File: src/rtl/logic_unit_pkg.sv
// Shared opcode definitions for the pipelined logic unit.
// lu_op_e enumerates the eight 3-bit bitwise opcodes used by
// logic_unit_pipe and lu_core.
package logic_unit_pkg;

  typedef enum logic [2:0] {
    OP_AND  = 3'b000,  // a & b
    OP_OR   = 3'b001,  // a | b
    OP_NOTA = 3'b010,  // ~a
    OP_NAND = 3'b011,  // ~(a & b)
    OP_NOR  = 3'b100,  // ~(a | b)
    OP_XOR  = 3'b101,  // a ^ b
    OP_XNOR = 3'b110,  // ~(a ^ b)
    OP_PASS = 3'b111   // a
  } lu_op_e;

endpackage

File: src/rtl/lu_core.sv
// Combinational WIDTH-bit bitwise logic function.
// Ports:
//   op_i  opcode (lu_op_e)
//   a_i   operand A
//   b_i   operand B
//   f_o   result
module lu_core
  import logic_unit_pkg::*;
#(
  parameter int unsigned WIDTH = 8
) (
  input  lu_op_e           op_i,
  input  logic [WIDTH-1:0] a_i,
  input  logic [WIDTH-1:0] b_i,
  output logic [WIDTH-1:0] f_o
);

  always_comb begin
    f_o = '0;
    case (op_i)
      OP_AND:  f_o = a_i & b_i;
      OP_OR:   f_o = a_i | b_i;
      OP_NOTA: f_o = ~a_i;
      OP_NAND: f_o = ~(a_i & b_i);
      OP_NOR:  f_o = ~(a_i | b_i);
      OP_XOR:  f_o = a_i ^ b_i;
      OP_XNOR: f_o = ~(a_i ^ b_i);
      OP_PASS: f_o = a_i;
      default: f_o = '0;
    endcase
  end

endmodule

File: src/rtl/logic_unit_pipe.sv
// Two-stage valid/ready pipelined bitwise logic unit.
// S1 registers op/a/b, lu_core computes f, S2 registers f (and flags).
// Optional macro LU_FLAGS_EN adds registered zero/parity outputs.
// Ports:
//   clk        rising-edge clock
//   rst        asynchronous active-high reset
//   in_valid   operand beat present      in_ready   beat accepted this cycle
//   op, a, b   opcode and operands
//   out_valid  result beat present       out_ready  consumer accepts result
//   f          result
//   zero       f == 0       (LU_FLAGS_EN only)
//   parity     XOR of f     (LU_FLAGS_EN only)
//   op_count   count of consumed results, wraps
module logic_unit_pipe
  import logic_unit_pkg::*;
#(
  parameter int unsigned WIDTH = 8,
  parameter int unsigned CNT_W = 16
) (
  input  logic             clk,
  input  logic             rst,
  input  logic             in_valid,
  output logic             in_ready,
  input  logic [2:0]       op,
  input  logic [WIDTH-1:0] a,
  input  logic [WIDTH-1:0] b,
  output logic             out_valid,
  input  logic             out_ready,
  output logic [WIDTH-1:0] f,
`ifdef LU_FLAGS_EN
  output logic             zero,
  output logic             parity,
`endif
  output logic [CNT_W-1:0] op_count
);

  lu_op_e           s1_op_q;
  logic [WIDTH-1:0] s1_a_q, s1_b_q;
  logic             s1_valid_q, s2_valid_q;
  logic [WIDTH-1:0] f_q, f_d;
  logic [CNT_W-1:0] cnt_q, cnt_d;
  logic             s2_load, in_fire, out_fire;

  // S2 can take a new beat when empty or when its beat leaves this cycle;
  // S1 drains into S2 under the same condition, so in_ready needs no bubble.
  assign s2_load  = ~s2_valid_q | out_ready;
  assign in_ready = ~s1_valid_q | s2_load;
  assign in_fire  = in_valid & in_ready;
  assign out_fire = s2_valid_q & out_ready;
  assign cnt_d    = out_fire ? cnt_q + CNT_W'(1) : cnt_q;

  lu_core #(.WIDTH(WIDTH)) u_core (
    .op_i (s1_op_q),
    .a_i  (s1_a_q),
    .b_i  (s1_b_q),
    .f_o  (f_d)
  );

  always_ff @(posedge clk or posedge rst) begin
    if (rst) begin
      s1_valid_q <= 1'b0;
      s1_op_q    <= OP_AND;
      s1_a_q     <= '0;
      s1_b_q     <= '0;
      s2_valid_q <= 1'b0;
      f_q        <= '0;
      cnt_q      <= '0;
    end else begin
      if (in_ready) s1_valid_q <= in_valid;
      if (in_fire) begin
        s1_op_q <= lu_op_e'(op);
        s1_a_q  <= a;
        s1_b_q  <= b;
      end
      if (s2_load) s2_valid_q <= s1_valid_q;
      if (s2_load && s1_valid_q) f_q <= f_d;
      cnt_q <= cnt_d;
    end
  end

  assign out_valid = s2_valid_q;
  assign f         = f_q;
  assign op_count  = cnt_q;

`ifdef LU_FLAGS_EN
  logic zero_q, parity_q;

  always_ff @(posedge clk or posedge rst) begin
    if (rst) begin
      zero_q   <= 1'b0;
      parity_q <= 1'b0;
    end else if (s2_load && s1_valid_q) begin
      zero_q   <= ~|f_d;
      parity_q <= ^f_d;
    end
  end

  assign zero   = zero_q;
  assign parity = parity_q;
`endif

endmodule
File: config.mk
export PLATFORM = sky130hd
export DESIGN_NAME = logic_unit_pipe
export DESIGN_NICKNAME = d
export VERILOG_FILES = /design/src/rtl/logic_unit_pkg.sv /design/src/rtl/lu_core.sv /design/src/rtl/logic_unit_pipe.sv
export SDC_FILE = /design/constraint.sdc
export NUM_CORES = 1
export LEC_CHECK = 0
export ABC_AREA = 1
export BUFFER_PORTS_ARGS = -buffer_cell sky130_fd_sc_hd__buf_2
export CAP_MARGIN = 25
export CORE_MARGIN = 3
export CORE_UTILIZATION = 55
export CTS_BUF_LIST = sky130_fd_sc_hd__clkbuf_4
export CTS_CLUSTER_DIAMETER = 60
export DETAILED_ROUTE_END_ITERATION = 10
export PLACE_DENSITY = 0.76
export SKIP_CTS_REPAIR_TIMING = 1
export SYNTH_ARGS = -nofsm -noshare
export SYNTH_HDL_FRONTEND = slang
export SYNTH_SLANG_ARGS = --single-unit
File: constraint.sdc
create_clock -name clk -period 2.17 [get_ports clk]
set_clock_uncertainty 0.15 [all_clocks]
set_input_delay 0.651 -clock clk [delete_from_list [all_inputs] [get_ports clk]]
set_output_delay 0.651 -clock clk [all_outputs]
set_load 0.03 [all_outputs]
==> metrics.md <==
| Metric | Value |
|---|---|
| Req. time, crit path | `1.37 ns` |
| Post-synth top area share | `38.20%` |
| Sequential area share after synthesis | `38.20%` |
| Leakage | `1.973 nW` |
| GR Util All Layers | `20.29%` |
| Status | `complete, no violations` |
| RSZ-0062 raised after global routing | `no` |
| Crit end category | `primary output` |
| Clock sink count | `45` |
| Async set or reset register ratio after synthesis | `100.0%` |
| Drt first pass iters | `4` |
| CTS Buffer Depth | `2` |
| Final HPWL DP | `4485 um` |
| Pin count of the biggest net entering global routing | `40` |
| EDFF count, synth | `0` |
| #FFs+latches synth | `45` |
| Initial core utilization | `57.35%` |
| CTS root buf | `clkbuf_4` |
| Most frequent cell after synthesis | `nand2_1` |
| Layout area overhead | `12.65%` |
| Least-Margin Pin Slew | `0.6248 ns` |
| GRT overflow | `0` |
| First-pass GRT wire length | `10270 um` |
| Worst-path clk slew | `0.13 ns` |
| PD cells | `862.1 nW/um^2` |
| Mapped Area | `2948 sq um` |
| Antenna Cells | `0` |
| Die width | `79.21 um` |
| Final setup viols | `0` |
| Setup ws final | `0.2108 ns` |
| Die ar. | `6274 sq um` |
| Critical path startpoint category | `register` |
| Layout cell share with drive strength beyond 1 | `17.11%` |
| Core footprint | `5140 sq um` |
| Worst Hold Class | `primary input to asynchronous set/reset pin` |
| Yosys warns | `0` |
| Fin crit period | `1.959 ns` |
| CP arrival | `1.16 ns` |
| Worst rel slew slack | `58.09%` |
| DR iter-0 viols | `118` |
| Final GP Congestion | `0.9129` |
| # DRC | `0` |
| Mapped Cells | `401` |
| Cell Rows | `26` |
| Total CTS buffers | `5` |
| Setup WS pre-CTS | `0.2120 ns` |
| Antenna violations before repair | `0` |
| Post-Route Setup TNS | `0 ns` |
| Average wire per standard cell | `11.45 um` |
| Top FF cell, synth | `dfrtp_1` |
| Via/cell ratio | `4.940` |
| Slew Viols, Final | `0` |
| Distinct cells, synth | `25` |
| Area leader, netlist | `dfrtp_1` |
| Area contributors post-synth | `dfrtp_1 38%, nand2_1 12%, inv_1 9.4%` |
| Crit path kind | `register to primary output` |
| H-tree Lvls | `2` |
| Synthesized area per cell | `7.351 sq um` |
| Final WL | `5955 um` |
| Nets@finish | `489` |
| Syn nets | `441` |
| Clk_lat worst skew | `0.36 ns` |
| Die height | `79.21 um` |
| DR vias | `2569` |
| Num ports | `49` |
| Worst-path maximum fanout | `5` |
| Achievable Freq | `510.4 MHz` |
| Vias in the first global route | `2262` |
| Worst IR Drop VDD | `0.4169 mV` |
| TritonCTS clock tree | `done` |
| Port Buffer Count | `48` |
| Top post-synthesis cells by count | `97 x nand2_1, 74 x inv_1, 45 x dfrtp_1, 44 x nor2_1, 29 x nand3_1` |
| Antenna-violating nets left | `0` |
| Tcrit/Tclk final | `90.29%` |
| Maxcap violations | `0` |
| Fin. Hold Viols | `0` |
sequential cells by signal, summed over array words and instances, names as in the netlist:
signal and count:
op_count 16, f 8, s1_a_q 8, s1_b_q 8
s1_op_q 3, out_valid 1, s1_valid_q 1
power by group:
group	internal, W	leakage, nW	switching [W]
Combinational	0.000379	1.39	0.000785
Sequential	0.00101	0.536	0.000153
Clock	0.000258	0.0459	0.000276
routing by layer:
layer / part of all wire (%) / GRT usage (%)
met5: 0 / 0
met4: 0.91 / 5.155
met3: 5.4 / 4.082
met2: 47 / 33.08
met1: 47 / 27.67
area by class of cell:
type	instances	area (sq um)
well taps	70	87.58
repair buffers	54	310.3
clock buffers	6	45.04
clock inverters	2	38.79
flip-flops and latches	45	1126
multi-input cells	266	1424
fillers	499	1819
inverters	77	289.0
per-stage QoR:
step	hold slack, ns	cells	cell area [sq um]	util (%)	power (W)
4_1_cts	0.1315	520	3321	64.61	0.002891
2_1_floorplan	0.2971	401	2948	-	0.002058
3_3_place_gp	0.3138	512	3237	62.97	0.002311
5_1_grt	0.1481	520	3321	64.61	0.003086
3_5_place_dp	0.3137	512	3237	62.97	0.002354
6_report	0.1192	520	3321	64.61	0.002863
placed cells by master, fill, tap and decap left out, drive strengths merged:
| master | instances |
|---|---|
| inv | 76 |
| xor2 | 7 |
| nand3 | 32 |
| o21ai | 15 |
| a21oi | 20 |
| xnor2 | 4 |
| ha | 17 |
| nand3b | 1 |
| clkinv | 2 |
| dfrtp | 45 |
| buf | 54 |
| nand4 | 19 |
| nor2 | 49 |
| clkbuf | 6 |
| nor3 | 1 |
| nand2 | 101 |
| bufinv | 1 |
worst max-delay path, cell delays in order (launching register included):
cell     delay [ns]
dfrtp_1        0.45
nand3_1        0.14
buf_2          0.21
path summary, 6_finish.rpt:
check,start,end,slack (ns),cells past startpoint
max,out_valid$_DFFE_PP0P_,in_ready,0.21,2
min,rst,s1_b_q[2]$_DFFE_PP0P_,0.12,2
max reg2reg,s1_op_q[1]$_DFFE_PP0P_,f[4]$_DFFE_PP0P_,0.41,7
min reg2reg,f[5]$_DFFE_PP0P_,f[5]$_DFFE_PP0P_,0.34,2
max in group asynchronous,rst,f[1]$_DFFE_PP0P_,1.25,3
min in group clk,f[5]$_DFFE_PP0P_,f[5]$_DFFE_PP0P_,0.34,2
kinds of logic after synthesis:
group / after synthesis / synth area share, %
AOI/OAI and AO/OA: 35 / 5.942
DFF: 45 / 38.20
xor gates and xnor gates: 11 / 3.268
and+or+nand+nor: 203 / 31.88
adders and majority gates: 17 / 7.215
buffers and inverters: 90 / 13.50
(Power assumes the default switching activity.)
